$ cat src/rtl/tile_draw_scheduler_if.sv
`default_nettype none
// ============================================================================
// tile_draw_scheduler_if
// Request, sprite-ROM and VGA write-port bundle for tile_draw_scheduler.
// master: game-logic requesters plus ROM (the environment side).
// slave : the scheduler itself.
// Revision: 1.0 - initial release
// ============================================================================
interface tile_draw_scheduler_if #(
   parameter int N_REQ = 4
);
   logic [N_REQ-1:0]   req;
   logic [4*N_REQ-1:0] req_gx;
   logic [4*N_REQ-1:0] req_gy;
   logic [2*N_REQ-1:0] req_sprite;
   logic [N_REQ-1:0]   grant;
   logic [N_REQ-1:0]   done;
   logic               done_err;
   logic               busy;
   logic [1:0]         rom_sprite;
   logic [8:0]         rom_addr;
   logic [8:0]         rom_q;
   logic [7:0]         vga_x;
   logic [6:0]         vga_y;
   logic [8:0]         vga_colour;
   logic               vga_plot;

   modport master (
      output req, req_gx, req_gy, req_sprite, rom_q,
      input  grant, done, done_err, busy, rom_sprite, rom_addr,
             vga_x, vga_y, vga_colour, vga_plot
   );

   modport slave (
      input  req, req_gx, req_gy, req_sprite, rom_q,
      output grant, done, done_err, busy, rom_sprite, rom_addr,
             vga_x, vga_y, vga_colour, vga_plot
   );
endinterface
`default_nettype wire

$ cat src/rtl/tile_draw_scheduler.sv
`default_nettype none
// ============================================================================
// tile_draw_scheduler
// Round-robin arbiter that grants one 20x20 tile draw at a time, scans its
// 400 pixels through a synchronous sprite ROM and drives the VGA write port.
// Revision: 1.0 - initial release
// ============================================================================
module tile_draw_scheduler #(
   parameter int         N_REQ       = 4,
   parameter logic [8:0] TRANSPARENT = 9'h1FF
) (
   input  logic                 clk,
   input  logic                 reset,
   tile_draw_scheduler_if.slave bus
);
   localparam int IDX_W = (N_REQ > 1) ? $clog2(N_REQ) : 1;

   typedef enum logic [2:0] {
      S_IDLE   = 3'd0,
      S_FETCH  = 3'd1,
      S_DRAIN  = 3'd2,
      S_REJECT = 3'd3,
      S_DONE   = 3'd4
   } state_t;

   state_t             state_q, state_d;
   logic [IDX_W-1:0]   ptr_q, ptr_d, idx_q, idx_d;
   logic [N_REQ-1:0]   grant_q, grant_d, done_q, done_d;
   logic               done_err_q, done_err_d;
   logic [3:0]         gx_q, gx_d, gy_q, gy_d;
   logic [1:0]         sprite_q, sprite_d;
   logic [4:0]         px_q, px_d, py_q, py_d;
   logic               drain_q, drain_d;
   logic               valid1_q, valid1_d;
   logic [4:0]         px1_q, px1_d, py1_q, py1_d;
   logic [7:0]         vga_x_q, vga_x_d;
   logic [6:0]         vga_y_q, vga_y_d;
   logic [8:0]         vga_colour_q, vga_colour_d;
   logic               vga_plot_q, vga_plot_d;

   logic [IDX_W-1:0]   next_ptr, arb_base, arb_cand, arb_idx;
   logic               arb_found, launch;
   logic [3:0]         gx_sel, gy_sel;
   logic [1:0]         sp_sel;

   // Pointer value that follows the requester currently being serviced.
   assign next_ptr = (int'(idx_q) == N_REQ - 1) ? '0 : idx_q + 1'b1;

   // First pending requester at or above the base pointer, with wrap-around.
   // The DONE cycle arbitrates from the already-advanced pointer so a new
   // grant can appear in the very next cycle.
   always_comb begin
      arb_base  = (state_q == S_DONE) ? next_ptr : ptr_q;
      arb_found = 1'b0;
      arb_idx   = '0;
      arb_cand  = '0;
      for (int o = 0; o < N_REQ; o++) begin
         arb_cand = IDX_W'((int'(arb_base) + o) % N_REQ);
         if (!arb_found && bus.req[arb_cand]) begin
            arb_found = 1'b1;
            arb_idx   = arb_cand;
         end
      end
      gx_sel = bus.req_gx[{arb_idx, 2'b00} +: 4];
      gy_sel = bus.req_gy[{arb_idx, 2'b00} +: 4];
      sp_sel = bus.req_sprite[{arb_idx, 1'b0} +: 2];
   end

   // Next-state logic: arbitration, pixel scan, drain, reject and done.
   always_comb begin
      state_d    = state_q;
      ptr_d      = ptr_q;
      idx_d      = idx_q;
      grant_d    = grant_q;
      done_d     = '0;
      done_err_d = 1'b0;
      gx_d       = gx_q;
      gy_d       = gy_q;
      sprite_d   = sprite_q;
      px_d       = px_q;
      py_d       = py_q;
      drain_d    = drain_q;
      launch     = 1'b0;
      case (state_q)
         S_IDLE:  launch = arb_found;
         S_FETCH: begin
            if (px_q == 5'd19) begin
               px_d = 5'd0;
               if (py_q == 5'd19) begin
                  py_d    = 5'd0;
                  drain_d = 1'b0;
                  state_d = S_DRAIN;
               end else begin
                  py_d = py_q + 5'd1;
               end
            end else begin
               px_d = px_q + 5'd1;
            end
         end
         S_DRAIN: begin
            if (drain_q) begin
               state_d = S_DONE;
               grant_d = '0;
               done_d  = grant_q;
            end else begin
               drain_d = 1'b1;
            end
         end
         S_REJECT: begin
            state_d    = S_DONE;
            grant_d    = '0;
            done_d     = grant_q;
            done_err_d = 1'b1;
         end
         S_DONE: begin
            ptr_d   = next_ptr;
            state_d = S_IDLE;
            launch  = arb_found;
         end
         default: state_d = S_IDLE;
      endcase
      if (launch) begin
         idx_d          = arb_idx;
         grant_d        = '0;
         grant_d[arb_idx] = 1'b1;
         gx_d           = gx_sel;
         gy_d           = gy_sel;
         sprite_d       = sp_sel;
         px_d           = 5'd0;
         py_d           = 5'd0;
         state_d        = (gx_sel < 4'd8 && gy_sel < 4'd6) ? S_FETCH : S_REJECT;
      end
   end

   // Two-stage pixel pipeline: delay coordinates one cycle to meet rom_q.
   always_comb begin
      valid1_d     = (state_q == S_FETCH);
      px1_d        = px_q;
      py1_d        = py_q;
      vga_x_d      = vga_x_q;
      vga_y_d      = vga_y_q;
      vga_colour_d = vga_colour_q;
      vga_plot_d   = valid1_q && (bus.rom_q != TRANSPARENT);
      if (valid1_q) begin
         vga_x_d      = {4'b0, gx_q} * 8'd20 + {3'b0, px1_q};
         vga_y_d      = {3'b0, gy_q} * 7'd20 + {2'b0, py1_q};
         vga_colour_d = bus.rom_q;
      end
   end

   // State and datapath registers with asynchronous clear.
   always_ff @(posedge clk or posedge reset) begin
      if (reset) begin
         state_q      <= S_IDLE;
         ptr_q        <= '0;
         idx_q        <= '0;
         grant_q      <= '0;
         done_q       <= '0;
         done_err_q   <= 1'b0;
         gx_q         <= '0;
         gy_q         <= '0;
         sprite_q     <= '0;
         px_q         <= '0;
         py_q         <= '0;
         drain_q      <= 1'b0;
         valid1_q     <= 1'b0;
         px1_q        <= '0;
         py1_q        <= '0;
         vga_x_q      <= '0;
         vga_y_q      <= '0;
         vga_colour_q <= '0;
         vga_plot_q   <= 1'b0;
      end else begin
         state_q      <= state_d;
         ptr_q        <= ptr_d;
         idx_q        <= idx_d;
         grant_q      <= grant_d;
         done_q       <= done_d;
         done_err_q   <= done_err_d;
         gx_q         <= gx_d;
         gy_q         <= gy_d;
         sprite_q     <= sprite_d;
         px_q         <= px_d;
         py_q         <= py_d;
         drain_q      <= drain_d;
         valid1_q     <= valid1_d;
         px1_q        <= px1_d;
         py1_q        <= py1_d;
         vga_x_q      <= vga_x_d;
         vga_y_q      <= vga_y_d;
         vga_colour_q <= vga_colour_d;
         vga_plot_q   <= vga_plot_d;
      end
   end

   assign bus.grant      = grant_q;
   assign bus.done       = done_q;
   assign bus.done_err   = done_err_q;
   assign bus.busy       = (state_q != S_IDLE);
   assign bus.rom_sprite = sprite_q;
   assign bus.rom_addr   = (state_q == S_FETCH) ?
                           ({4'b0, py_q} * 9'd20 + {4'b0, px_q}) : 9'd0;
   assign bus.vga_x      = vga_x_q;
   assign bus.vga_y      = vga_y_q;
   assign bus.vga_colour = vga_colour_q;
   assign bus.vga_plot   = vga_plot_q;
endmodule
`default_nettype wire

$ cat src/flat_wrapper.sv
// flat-port wrapper written by rule: the top's interface ports become plain ports
module tile_draw_scheduler_flat 
#(
   parameter int         N_REQ       = 4,
   parameter logic [8:0] TRANSPARENT = 9'h1FF
)
  (clk, reset, bus_req, bus_req_gx, bus_req_gy, bus_req_sprite, bus_rom_q, bus_grant, bus_done, bus_done_err, bus_busy, bus_rom_sprite, bus_rom_addr, bus_vga_x, bus_vga_y, bus_vga_colour, bus_vga_plot);
  tile_draw_scheduler_if #(.N_REQ(N_REQ)) bus_i ();
  input  logic clk;
  input  logic reset;
  input wire logic [$bits(bus_i.req)-1:0] bus_req;
  input wire logic [$bits(bus_i.req_gx)-1:0] bus_req_gx;
  input wire logic [$bits(bus_i.req_gy)-1:0] bus_req_gy;
  input wire logic [$bits(bus_i.req_sprite)-1:0] bus_req_sprite;
  input wire logic [$bits(bus_i.rom_q)-1:0] bus_rom_q;
  output wire logic [$bits(bus_i.grant)-1:0] bus_grant;
  output wire logic [$bits(bus_i.done)-1:0] bus_done;
  output wire logic [$bits(bus_i.done_err)-1:0] bus_done_err;
  output wire logic [$bits(bus_i.busy)-1:0] bus_busy;
  output wire logic [$bits(bus_i.rom_sprite)-1:0] bus_rom_sprite;
  output wire logic [$bits(bus_i.rom_addr)-1:0] bus_rom_addr;
  output wire logic [$bits(bus_i.vga_x)-1:0] bus_vga_x;
  output wire logic [$bits(bus_i.vga_y)-1:0] bus_vga_y;
  output wire logic [$bits(bus_i.vga_colour)-1:0] bus_vga_colour;
  output wire logic [$bits(bus_i.vga_plot)-1:0] bus_vga_plot;
  assign bus_i.req = bus_req;
  assign bus_i.req_gx = bus_req_gx;
  assign bus_i.req_gy = bus_req_gy;
  assign bus_i.req_sprite = bus_req_sprite;
  assign bus_i.rom_q = bus_rom_q;
  assign bus_grant = bus_i.grant;
  assign bus_done = bus_i.done;
  assign bus_done_err = bus_i.done_err;
  assign bus_busy = bus_i.busy;
  assign bus_rom_sprite = bus_i.rom_sprite;
  assign bus_rom_addr = bus_i.rom_addr;
  assign bus_vga_x = bus_i.vga_x;
  assign bus_vga_y = bus_i.vga_y;
  assign bus_vga_colour = bus_i.vga_colour;
  assign bus_vga_plot = bus_i.vga_plot;
  tile_draw_scheduler #(.N_REQ(N_REQ), .TRANSPARENT(TRANSPARENT)) u_core (.clk(clk), .reset(reset), .bus(bus_i));
endmodule
$ cat config.mk
export PLATFORM = sky130hd
export DESIGN_NAME = tile_draw_scheduler_flat
export DESIGN_NICKNAME = d
export VERILOG_FILES = /design/src/rtl/tile_draw_scheduler_if.sv /design/src/rtl/tile_draw_scheduler.sv /design/src/flat_wrapper.sv
export SDC_FILE = /design/constraint.sdc
export NUM_CORES = 1
export LEC_CHECK = 0
export CORE_MARGIN = 8
export CORE_UTILIZATION = 49
export CTS_CLUSTER_DIAMETER = 50
export DETAILED_ROUTE_END_ITERATION = 6
export GPL_ROUTABILITY_DRIVEN = 0
export PLACE_DENSITY = 0.76
export SLEW_MARGIN = 10
export SYNTH_ARGS = -nofsm -noshare
export SYNTH_HDL_FRONTEND = slang
export SYNTH_SLANG_ARGS = --single-unit
$ cat constraint.sdc
create_clock -name clk -period 3.4 [get_ports clk]
set_clock_uncertainty 0.2 [all_clocks]
set_input_delay 0.51 -clock clk [delete_from_list [all_inputs] [get_ports clk]]
set_output_delay 0.51 -clock clk [all_outputs]
set_load 0.01 [all_outputs]
# [After elaboration in Yosys (flattened, before gate mapping)]
# Index checks and enable logic that the tools add are counted.
[word_totals] regBits=73 output_inout_bits=46 wordCells=120
[classes] n_addsub=9 multipliers=3 magnitude_cmp=8 n_eq_ne=14 shift=3 n_mux=44 reduce_logical=20
[ops] operator="two-way mux 5 bit" count=7
[ops] operator="indexed part select 16 x 5 -> 4 bit" count=2
[ops] operator="one-hot mux 4 bit (2 select lines)" count=2
[ops] operator="< comparator 2 x 3 -> 1 bit, second input constant" count=5
[ops] operator="two-way mux 2 bit" count=7
[ops] operator="two-way mux 1 bit" count=13
[ops] operator="two-way mux 3 bit" count=4
[ops] operator="two-way mux 4 bit" count=3
[ops] operator="one-hot mux 3 bit (4 select lines)" count=1
[ops] operator="adder 5 x 1 -> 5 bit, second input constant" count=2
[ops] operator="equality test 5 bit, second input constant" count=2
[ops] operator="adder 9 x 5 -> 9 bit" count=1
[ops] operator="two-way mux 9 bit" count=1
[ops] operator="inequality test 9 bit, second input constant" count=1
[ops] operator="adder 8 x 5 -> 8 bit" count=1
[ops] operator="binary-select mux 1 bit (select 2 bit)" count=4
[ops] operator="indexed part select 8 x 4 -> 2 bit" count=1
[ops] operator="adder 7 x 5 -> 7 bit" count=1
[ops] operator="multiplier 5 x 3 -> 7 bit, second input constant" count=1
[ops] operator="equality test 3 x 2 -> 1 bit, second input constant" count=2
[ops] operator="logical AND 1 bit" count=6
[ops] operator="multiplier 4 x 3 -> 6 bit, second input constant" count=1
[ops] operator="inequality test 3 bit, second input constant" count=2
[ops] operator="nonzero test 2 bit" count=3
[ops] operator="21 further kinds" count=28

# [Longest topological paths before layout]
# Gate-level depths: netlist (run 1).
[logic_depth] word_depth=20 depth_mapped=10 depth_no_buf=9

# [Worst setup path before layout (run 1)]
# OpenSTA, ideal clock, no wires.
[synth_path] path_type="flip-flop to output port" from="register u_core.py_q[1], in the netlist u_core.py1_d[1]" to="output bus_rom_addr[7]" arrival_time_ps=2088 required_ps=2690 slack_ps=602 path_stages_with_launch=7 path_cell_list="dfrtp_1 > ha_1 > ha_1 > fa_1 > xor2_1 > or3_1 > a21oi_1"
[synth_between] elab_chain_cells=3
[synth_lines] element="start, declared" line="tile_draw_scheduler.sv:32" source="logic [4:0] px_q, px_d, py_q, py_d;"
[synth_lines] element="start signal, assigned" line="tile_draw_scheduler.sv:184" source="py_q <= py_d;"
[synth_lines] element="multiplier 5 x 3 -> 7 bit" line="tile_draw_scheduler.sv:202" source="({4'b0, py_q} * 9'd20 + {4'b0, px_q}) : 9'd0;"
[synth_lines] element="adder 9 x 5 -> 9 bit" line="tile_draw_scheduler.sv:202"
[synth_lines] element="two-way mux 9 bit" line="tile_draw_scheduler.sv:201" source="assign bus.rom_addr = (state_q == S_FETCH) ?"
[synth_lines] element="end, declared" line="flat_wrapper.sv:21" source="output wire logic [$bits(bus_i.rom_addr)-1:0] bus_rom_addr;"
# No other way between the ends.

# [Final worst setup path (run 1)]
[layout_path] from="register u_core.py_q[1], in the netlist u_core.py1_d[1]" to="output bus_rom_addr[6]"
# The elaborated chain is that of the path after synthesis.

==> results of run 1 <==
## metrics by stage
step	instances	util (%)	power [mW]	area (um^2)	setup slack [ps]
4_1_cts	586	68.5	4.63	5290	4.80
6_report	586	68.5	4.58	5290	130
3_3_place_gp	571	65.4	3.75	5060	192
3_5_place_dp	571	65.4	3.82	5060	120
2_1_floorplan	375	-	2.90	3920	602
5_1_grt	586	68.5	4.95	5290	2.91
## routing by layer
metal,GRT usage (%),vias up
li1,-,1510
met1,19.8,1453
met2,30.2,70
met3,3.53,14
met4,7.34,0
met5,0,-
## worst min path at each step
stage	start	endpoint
6_report	reset	u_core.bus.vga_colour[6]
5_1_grt	reset	u_core.bus.vga_colour[6]
4_1_cts	reset	u_core.bus.vga_colour[6]
3_5_place_dp	u_core.px1_d[1]	u_core.px1_q[1]
3_3_place_gp	u_core.px1_d[1]	u_core.px1_q[1]
2_1_floorplan	u_core.px1_d[1]	u_core.px1_q[1]
## area by class of cell
class	instances	area, um^2	share of cell area [%]
timing repair buffer	110	1080	20.5
inverter	13	48.8	0.922
clock inverter	6	108	2.03
tap	102	128	2.41
clock buffer	9	124	2.34
multi-input combinational	273	1970	37.3
sequential	73	1830	34.5
## registers in the layout, summed over array words and instances (netlist names), 5 cells and up
signal	flops
u_core.bus.vga_y	7
u_core.bus.vga_x	8
u_core.px1_q	5
u_core.py1_d	5
u_core.bus.vga_colour	9
u_core.py1_q	5
u_core.px1_d	5
## synth_stat cells (all sizes together)
| cell | instances | area (um^2) |
|---|---|---|
| dfrtp | 73 | 1830 |
| nand2 | 50 | 188 |
| mux2 | 27 | 304 |
| o21ai | 25 | 125 |
| ha | 24 | 300 |
| nor2 | 22 | 82.6 |
| a21oi | 19 | 95.1 |
| inv | 12 | 45.0 |
| nand3 | 11 | 55.1 |
| nor3 | 11 | 55.1 |
| xnor2 | 11 | 96.3 |
| and2 | 9 | 56.3 |
| clkbuf | 9 | 33.8 |
| xor2 | 9 | 78.8 |
| mux2i | 8 | 80.1 |
| buf | 7 | 41.3 |
| fa | 5 | 100 |
| a21o | 4 | 30.0 |
| a32o | 4 | 40.0 |
| nor2b | 4 | 25.0 |
| or3 | 4 | 25.0 |
| nand3b | 3 | 22.5 |
| nand4 | 3 | 18.8 |
| o31ai | 3 | 27.5 |
| or3b | 3 | 26.3 |
| o2111ai | 2 | 23.8 |
| o211a | 2 | 20.0 |
| a41oi | 1 | 8.76 |
| and3 | 1 | 6.26 |
| and3b | 1 | 8.76 |
| and4 | 1 | 8.76 |
| clkinv | 1 | 3.75 |
| nor3b | 1 | 18.8 |
| nor4 | 1 | 6.26 |
| o211ai | 1 | 7.51 |
| o22ai | 1 | 6.26 |
| o31a | 1 | 8.76 |
| o41ai | 1 | 8.76 |
## cell families (layout without fill, tap and decap cells)
group,count (synthesis),in the layout,share of synthesized area (%)
AO/OA/AOI/OAI,64,64,10.3
AND/OR/NAND/NOR,125,125,15.4
buffers and inverters,29,138,3.16
multiplexers,35,35,9.81
XOR/XNOR,20,20,4.47
adder cells (fa/ha/maj),29,29,10.2
flip-flops,73,73,46.7
## where the power goes
group | switching (mW) | internal [mW]
logic | 1.06 | 1.20
clock network | 0.312 | 0.480
registers | 0.303 | 1.22
total | 1.68 | 2.90
## worst register-to-register path, stage by stage, from the launching register on
cell and delay (ps):
dfrtp_1 500, nor3b_4 420, mux2i_1 460, o2111ai_1 170
o2111ai_2 130, buf_12 220, mux2_2 350, o21ai_0 220
o21ai_0 120
## layout by cell type (no fill, tap or decap), types with 11 or more instances in the layout
cell and instances:
a21oi_1 19, clkdlybuf4s50_1 98, dfrtp_1 72, ha_1 24
inv_1 11, mux2_2 27, nand2_1 50, nand3_1 11
nor2_1 22, nor3_1 11, o21ai_0 25, xnor2_1 11
## timing repair
action / CTS / global route
endpoints found under the setup margin: 2 / 3
hold buffers: 0 / 0
gates resized for setup: 3 / 5
==> results by group, run 1 <==
Detailed routing
  – DRT antenna net count: 0
  – DRT iter0 DRCs: 113
  – Via Count: 3047
  – Uppermost layer routed: met4
  – Residual DRC count: 0
  – Wire length per cell: 15.6 um
  – Met3 wire len: 412 um
  – DR pass1 iterations: 5
  – DRT met1 WL: 3.92 mm
  – Post-DR vias/cell: 5.20
  – Met2 WL post-DR: 4.65 mm
  – Routed Wire Length: 9.16 mm

Setup path
  – Delay-heaviest family, CP: adder cells
  – Worst endpoint required time: 2690 ps
  – Cell count along the critical path: 6
  – R2R cell count: 8
  – Crit end category: output port
  – Critical Path Max Stage Delay: 570 ps
  – Worst path buffer plus inverter count: 1
  – WP data arrival: 2560 ps
  – Critical path type: flip-flop to output port
  – Crit path cell chain: ha_1 > ha_1 > fa_2 > xnor2_1 > nor2_1 > clkdlybuf4s50_1
  – CP endpoint: bus_rom_addr[6]
  – CP startpoint kind: flip-flop
  – Crit path top cell by count: ha_1
  – CP max stage cell: fa_2
  – R2r endpoint: u_core.gy_q[0]
  – Critical Path Start: u_core.py1_d[1]
  – Critical R2R Launch: u_core.state_q[1]
  – CP max FO: 3
  – Setup slack, reg-to-reg: 490 ps

Logic synthesis
  – Mapped cell area: 3920 um^2
  – Yosys cell types: 41
  – Sequential area share after synthesis: 46.7%
  – Synthesized net count: 459
  – #FFs+latches synth: 73
  – YS warnings: 0
  – Cells after Synth: 375
  – Avg Synthesized Cell Area: 10.4 um^2

Die
  – Row cnt: 32
  – Die Wd: 105 um
  – Die H: 105 um
  – Core footprint: 7730 um^2
  – Die area: 11100 um^2
  – IO Pins: 101
  – Initial core utilization: 50.7%

Timing
  – Post-layout min period: 3270 ps
  – Fmax: 306 MHz
  – Min Hold Slack: 215 ps
  – Setup-failing EPs final: 0
  – Fin Setup TNS: 0 ps
  – Fin crit share: 96.2%
  – Slew Limit Headroom: 26.4%
  – Slew Limit Fails: 0
  – RSZ-0062 raised after global routing: no
  – Slew @ Worst Pin: 1100 ps
  – Hold Vio Cnt, Final: 0

GRT
  – Via count of the first global-routing pass: 3228
  – Largest net degree at the start of global routing: 35
  – Total Routing Usage GR: 17.2%
  – Grt ovf: 0
  – Antenna violations before repair: 0
  – Global-route wire length before repair: 15.6 mm

CTS
  – Worst-path clk slew: 80 ps
  – Clk_lat worst skew: 340 ps
  – Postcts setup bufs: 0
  – CTS tree: done
  – CTS H-Tree Depth: 3
  – Max Buffers Root-to-Sink: 2
  – TritonCTS buffer count: 9
  – Root Buffer: clkbuf_8
  – CTS sink count: 73

Worst hold path
  – Hold crit path type: input pin to asynchronous set/reset pin

Place
  – Port Buffers: 100
  – HPWL after DPL: 7.06 mm

Final layout
  – Ratio of cells with drive above 1 in the final layout: 13.0%
  – Antenna diode count: 0
  – Area delta synth->final: 35.2%
  – Net count reported at finish: 564
  – Fill cell count: 587

Power
  – Peak VDD IR: 0.000424 V
  – P_leak: 2.39 nW
  – Power per cell area: 865 nW/um^2

Outcome
  – Outcome: complete, no violations

Job
  – Max Cap Viol: 0
(Power assumes the default switching activity.)
==> run 2, diff against run 1 <==
--- a/config.mk
+++ b/config.mk
@@ -11,6 +11,7 @@
 export DETAILED_ROUTE_END_ITERATION = 6
 export GPL_ROUTABILITY_DRIVEN = 0
 export PLACE_DENSITY = 0.76
+export SKIP_CTS_REPAIR_TIMING = 1
 export SLEW_MARGIN = 10
 export SYNTH_ARGS = -nofsm -noshare
 export SYNTH_HDL_FRONTEND = slang
==> run 2 against run 1 <==
  * First-iteration DRC count did not move
  * Via count grew 0.13%
  * Critical endpoint unchanged
  * Sequential share of layout area about the same
  * Worst hold slack unchanged
  * Cell area is essentially flat
  * Routed wire length barely moved
  * Highest routed layer unchanged
  * Combinational power is essentially flat
  * Largest cell class unchanged
  * Core utilization hardly changed
  * Sequential cell count unchanged
  * Non-clock buffer count unchanged
  * Clock power about the same
==> results by group, run 2 (synthesized netlist as in run 1, its figures left out) <==
Detailed routing
  – Uppermost layer routed: met4
  – Routed Wire Length: 9.16 mm (about the same)
  – Wire length per cell: 15.6 um (about the same)
  – Via Count: 3051 (+0.13%)
  – DRT met1 WL: 3.92 mm (-0.20%)
  – DRT iter0 DRCs: 113 (unchanged)
  – Residual DRC count: 0 (unchanged)
  – DR pass1 iterations: 5 (unchanged)
  – Post-DR vias/cell: 5.21 (+0.13%)
  – DRT antenna net count: 0 (unchanged)
  – Met2 WL post-DR: 4.66 mm (about the same)
  – Met3 wire len: 416 um (+0.97%)

Die
  – Die Wd: 105 um (unchanged)
  – IO Pins: 101 (unchanged)
  – Row cnt: 32 (unchanged)
  – Die H: 105 um (unchanged)
  – Initial core utilization: 50.7% (unchanged)
  – Core footprint: 7730 um^2 (unchanged)
  – Die area: 11100 um^2 (unchanged)

Setup path
  – CP startpoint kind: flip-flop
  – R2r endpoint: u_core.gy_q[0]
  – Critical R2R Launch: u_core.state_q[1]
  – CP max FO: 3 (unchanged)
  – Critical path type: flip-flop to output port
  – R2R cell count: 8 (unchanged)
  – Setup slack, reg-to-reg: 490 ps (about the same)
  – Crit end category: output port
  – CP endpoint: bus_rom_addr[6]
  – Worst endpoint required time: 2690 ps (about the same)
  – WP data arrival: 2560 ps (about the same)
  – Critical Path Start: u_core.py1_d[1]

Final layout
  – Ratio of cells with drive above 1 in the final layout: 13.0% (unchanged)
  – Fill cell count: 587 (unchanged)
  – Most common cell after layout, fill and taps aside: clkdlybuf4s50_1
  – Antenna diode count: 0 (unchanged)
  – Max FFs per register: 9 (unchanged)
  – Most frequent cells in the layout: clkdlybuf4s50_1 (98), dfrtp_1 (72), nand2_1 (50), mux2_2 (27), o21ai_0 (25)
  – Area delta synth->final: 35.3% (about the same)
  – Net count reported at finish: 564 (unchanged)

Power
  – Internal Power: 2.90 mW (about the same)
  – Combinational share of power: 49.4% (about the same)
  – Seq pwr share: 33.3% (about the same)
  – Switching pwr: 1.68 mW (about the same)
  – Sw frac: 36.6% (about the same)
  – Power per cell area: 865 nW/um^2 (about the same)
  – Peak VDD IR: 0.000424 V (unchanged)
  – Clock power share: 17.3% (about the same)
  – P_leak: 2.41 nW (+0.73%)

Job
  – Max Cap Viol: 0 (unchanged)

GRT
  – Largest net degree at the start of global routing: 35 (unchanged)
  – Grt ovf: 0 (unchanged)
  – Global-route wire length before repair: 15.6 mm (about the same)
  – Total Routing Usage GR: 17.2% (-0.028 points)
  – Via count of the first global-routing pass: 3218 (-0.31%)
  – Antenna violations before repair: 0 (unchanged)

Timing
  – Fmax: 306 MHz (unchanged)
  – RSZ-0062 raised after global routing: no
  – Slew Limit Fails: 0 (unchanged)
  – Setup-failing EPs final: 0 (unchanged)
  – Slew Limit Headroom: 26.4% (unchanged)
  – Fin crit share: 96.2% (unchanged)
  – Fin Setup TNS: 0 ps (unchanged)
  – Post-layout min period: 3270 ps (unchanged)
  – Worst setup margin: 130 ps (unchanged)
  – Slew @ Worst Pin: 1100 ps (unchanged)
  – Hold Vio Cnt, Final: 0 (unchanged)

Place
  – HPWL after DPL: 7.06 mm (unchanged)
  – Pre-CTS worst setup slack: 120 ps (unchanged)
  – Port Buffers: 100 (unchanged)

Worst hold path
  – Hold crit path type: input pin to asynchronous set/reset pin

CTS
  – Max Buffers Root-to-Sink: 2 (unchanged)
  – Clk_lat worst skew: 340 ps (about the same)
  – Root Buffer: clkbuf_8
  – CTS H-Tree Depth: 3 (unchanged)
  – TritonCTS buffer count: 9 (unchanged)
  – CTS tree: done
  – CTS sink count: 73 (unchanged)
  – Worst-path clk slew: 80 ps (about the same)

Outcome
  – Outcome: complete, no violations
-- run 2: changes by cell type in the layout (fill, tap and decap cells not counted), sizes merged --
cell	delta
clkdlybuf4s15	-1
dlymetal6s2s	+1
-- run 2: worst min-delay path by stage --
stage / start / slack [ps] / cells past startpoint / end
2_1_floorplan: u_core.px1_d[1] / 210 / 0 / u_core.px1_q[1]
3_3_place_gp: u_core.px1_d[1] / 240 / 0 / u_core.px1_q[1]
3_5_place_dp: u_core.px1_d[1] / 240 / 0 / u_core.px1_q[1]
4_1_cts: reset / 210 / 2 / u_core.bus.vga_colour[6]
5_1_grt: reset / 230 / 2 / u_core.bus.vga_colour[6]
6_report: reset / 210 / 2 / u_core.bus.vga_colour[6]
-- run 2: power groups by stage --
| stage | clock network, mW | registers [mW] | logic, mW |
|---|---|---|---|
| global route | 0.849 | 1.59 | 2.51 |
| detailed placement | 0 | 1.54 | 2.28 |
| CTS | 0.806 | 1.53 | 2.30 |
| floorplan | 0 | 1.53 | 1.37 |
| finish | 0.792 | 1.52 | 2.26 |
| global placement | 0 | 1.52 | 2.23 |
-- run 2: worst max-delay path, stage by stage, from the launching register on --
cell and delay [ps]:
dfrtp_1 380, ha_1 300, ha_1 240, fa_2 570
xnor2_1 80, nor2_1 90, clkdlybuf4s50_1 540
-- run 2: per-stage QoR --
stage | total power, mW | instance area (um^2) | util (%) | std cells | hold slack [ps]
final | 4.58 | 5300 | 68.5 | 586 | 215
after global routing | 4.95 | 5300 | 68.5 | 586 | 225
after CTS | 4.63 | 5290 | 68.4 | 586 | 211
after detailed placement | 3.82 | 5060 | 65.4 | 571 | 241
after global placement | 3.75 | 5060 | 65.4 | 571 | 237
after floorplan | 2.90 | 3920 | - | 375 | 209
-- run 2: final cells by class --
class | count | area [um^2] | area share, %
inverters | 13 | 48.8 | 0.921
repair buffers | 110 | 1090 | 20.5
well taps | 102 | 128 | 2.41
multi-input cells | 273 | 1970 | 37.3
flip-flops and latches | 73 | 1830 | 34.5
clock buffers | 9 | 124 | 2.34
clock inverters | 6 | 108 | 2.03
-- run 2: routing by layer --
layer	global-route usage (%)	vias up
li1	-	1510
met1	19.9	1455
met2	30.1	72
met3	3.53	14
met4	7.34	0
met5	0	-
==> run 3, diff against run 2 <==
--- a/config.mk
+++ b/config.mk
@@ -5,14 +5,13 @@
 export SDC_FILE = /design/constraint.sdc
 export NUM_CORES = 1
 export LEC_CHECK = 0
-export CORE_MARGIN = 8
+export CORE_MARGIN = 5
 export CORE_UTILIZATION = 49
 export CTS_CLUSTER_DIAMETER = 50
 export DETAILED_ROUTE_END_ITERATION = 6
 export GPL_ROUTABILITY_DRIVEN = 0
 export PLACE_DENSITY = 0.76
 export SKIP_CTS_REPAIR_TIMING = 1
-export SLEW_MARGIN = 10
 export SYNTH_ARGS = -nofsm -noshare
 export SYNTH_HDL_FRONTEND = slang
 export SYNTH_SLANG_ARGS = --single-unit
==> run 3 against run 2 <==
  * First-iteration DRC count rose by 29%
  * Highest routed layer unchanged
  * Critical path type unchanged
  * Setup slack worse by 8.2 ps
  * Sequential share of layout area grew 0.13 points
  * Clock-buffer cell count unchanged
  * Combinational power barely moved
  * Routed wire length shrank 3.6%
  * Worst hold slack better by 48 ps
  * Cell area is 0.45% lower
  * Sequential power is essentially flat
  * Critical endpoint is now bus_rom_addr[7]
  * Core utilization is 0.66 points lower
  * Die area decreased by 11%
==> results by group, run 3 (synthesized netlist as in run 1, its figures left out) <==
Outcome
  – Outcome: complete, no violations

CTS
  – Root Buffer: clkbuf_8
  – Worst-path clk slew: 70 ps (about the same)
  – CTS tree: done
  – TritonCTS buffer count: 9 (unchanged)
  – CTS H-Tree Depth: 3 (unchanged)
  – Clk_lat worst skew: 330 ps (about the same)
  – CTS sink count: 73 (unchanged)
  – Max Buffers Root-to-Sink: 2 (unchanged)

GRT
  – Grt ovf: 0 (unchanged)
  – Global-route wire length before repair: 15.1 mm (-3.5%)
  – Largest net degree at the start of global routing: 74 (+110%)
  – Via count of the first global-routing pass: 3174 (-1.4%)
  – Total Routing Usage GR: 18.8% (+1.6 points)
  – Antenna violations before repair: 0 (unchanged)

Final layout
  – Ratio of cells with drive above 1 in the final layout: 12.6% (-0.44 points)
  – Fill cell count: 601 (+2.4%)
  – Area delta synth->final: 34.7%
  – Net count reported at finish: 565 (+0.18%)
  – Max FFs per register: 9 (unchanged)
  – FF/Latch Area: 1830 um^2 (about the same)
  – Most common cell after layout, fill and taps aside: clkdlybuf4s50_1
  – Multi-input logic area: 1970 um^2 (-0.13%)
  – Most frequent cells in the layout: clkdlybuf4s50_1 (98), dfrtp_1 (73), nand2_1 (50), mux2_2 (27), o21ai_0 (25)
  – Antenna diode count: 0 (unchanged)

Power
  – Switching pwr: 1.66 mW (-0.77%)
  – Combinational share of power: 51.2% (+1.8 points)
  – Power per cell area: 839 nW/um^2 (-3.0%)
  – P_leak: 2.42 nW (+0.27%)
  – Clock power share: 14.4% (-2.9 points)
  – Peak VDD IR: 0.000468 V (+11%)
  – Internal Power: 2.76 mW (-5.0%)
  – Sw frac: 37.6% (+1.0 points)
  – Seq pwr share: 34.4% (+1.1 points)

Timing
  – Post-layout min period: 3280 ps (+8.22 ps)
  – Hold Vio Cnt, Final: 0 (unchanged)
  – Worst setup margin: 122 ps (-8.22 ps)
  – Fin Setup TNS: 0 ps (unchanged)
  – Slew @ Worst Pin: 1070 ps (-29.7 ps)
  – Setup-failing EPs final: 0 (unchanged)
  – RSZ-0062 raised after global routing: no
  – Slew Limit Fails: 0 (unchanged)
  – Fmax: 305 MHz (-0.25%)
  – Slew Limit Headroom: 28.4% (+2.0 points)
  – Fin crit share: 96.4% (+0.24 points)

Die
  – Core footprint: 7770 um^2 (+0.52%)
  – Initial core utilization: 50.4% (-0.26 points)
  – Die Wd: 99.4 um (-5.7%)
  – IO Pins: 101 (unchanged)
  – Die area: 9880 um^2 (-11%)
  – Row cnt: 32 (unchanged)
  – Die H: 99.4 um (-5.7%)

Setup path
  – Crit path cell chain: ha_1 > ha_1 > fa_1 > xor2_2 > or3_1 > a21oi_1 > dlymetal6s2s_1
  – CP max stage cell: fa_1
  – CP max FO: 3 (unchanged)
  – R2R cell count: 8 (unchanged)
  – Setup slack, reg-to-reg: 420 ps (-70 ps)
  – Critical Path Max Stage Delay: 420 ps (-150 ps)
  – R2r endpoint: u_core.gx_q[0]
  – CP startpoint kind: flip-flop
  – Critical path type: flip-flop to output port
  – Critical Path Start: u_core.py1_d[1]
  – CP endpoint: bus_rom_addr[7]
  – WP data arrival: 2570 ps (about the same)
  – Critical R2R Launch: u_core.state_q[1]
  – Worst endpoint required time: 2690 ps (about the same)
  – Crit path top cell by count: ha_1
  – Crit end category: output port

Detailed routing
  – DR pass1 iterations: 4 (-1)
  – Via Count: 3095 (+1.4%)
  – Residual DRC count: 0 (unchanged)
  – Wire length per cell: 15.0 um (-3.8%)
  – DRT iter0 DRCs: 146 (+29%)
  – Post-DR vias/cell: 5.27 (+1.3%)
  – Routed Wire Length: 8.83 mm (-3.6%)
  – DRT antenna net count: 0 (unchanged)

Place
  – Port Buffers: 100 (unchanged)
  – HPWL after DPL: 6.75 mm (-4.4%)
  – Pre-CTS worst setup slack: 130 ps (+10.5 ps)

Worst hold path
  – Hold path depth: 0
  – Hold crit path type: flip-flop to flip-flop

Job
  – Max Cap Viol: 0 (unchanged)
==> run 3: cell count changes in the layout (fill, tap and decap cells not counted) <==
cell | previous run | this run
dfrtp_2 | 1 | 0
buf_12 | 1 | 2
bufinv_16 | 3 | 1
fa_1 | 4 | 5
clkinvlp_4 | 1 | 2
clkbuf_2 | 1 | 0
dfrtp_1 | 72 | 73
dlymetal6s2s_1 | 1 | 2
fa_2 | 1 | 0
clkinv_2 | 2 | 3
==> run 3: worst min path at each step <==
stage | from | end | slack (ps)
2_1_floorplan | u_core.px1_d[1] | u_core.px1_q[1] | 210
3_3_place_gp | u_core.px1_d[0] | u_core.px1_q[0] | 230
3_5_place_dp | u_core.px1_d[0] | u_core.px1_q[0] | 240
4_1_cts | u_core.px1_d[0] | u_core.px1_q[0] | 260
5_1_grt | u_core.px1_d[1] | u_core.px1_q[1] | 280
6_report | u_core.px1_d[0] | u_core.px1_q[0] | 260
==> run 3: power by group through the flow <==
stage	Clock, mW	Sequential, mW	Combinational (mW)
after CTS	0.657	1.53	2.29
after floorplan	0	1.53	1.37
after detailed placement	0	1.54	2.28
after global placement	0	1.53	2.22
final	0.637	1.52	2.26
after global routing	0.692	1.58	2.52
==> run 3: routing by layer <==
metal / global-route usage (%) / up-vias / part of all wire [%]
li1: - / 1515 / -
met1: 23.8 / 1497 / 43
met2: 32.4 / 75 / 51
met3: 4.00 / 8 / 5.4
met4: 5.04 / 0 / 1.2
met5: 0 / - / 0
==> run 3: area by class of cell <==
type	count	area share, %
inverter	13	0.925
multi-input combinational	273	37.4
timing repair buffer	111	21.1
clock buffer	9	2.35
tap	102	2.42
sequential	73	34.6
clock inverter	6	1.14
==> run 3: worst max-delay path, delay by kind of cell, from the launching register on <==
family          cells  cell delay [ps]
fa+ha+maj           3              950
flops               1              390
simple gates        1              390
xor+xnor            1              180
buf+inv             1              170
compound gates      1              160
==> run 3: metrics by stage <==
step           power, mW  hold slack (ps)  utilization [%]  std cells  area (um^2)
3_3_place_gp        3.75              235             65.4        572         5080
6_report            4.42              263             67.9        587         5270
5_1_grt             4.79              283             67.9        587         5270
4_1_cts             4.48              265             67.7        587         5260
2_1_floorplan       2.90              209                -        375         3920
3_5_place_dp        3.83              245             65.4        572         5080
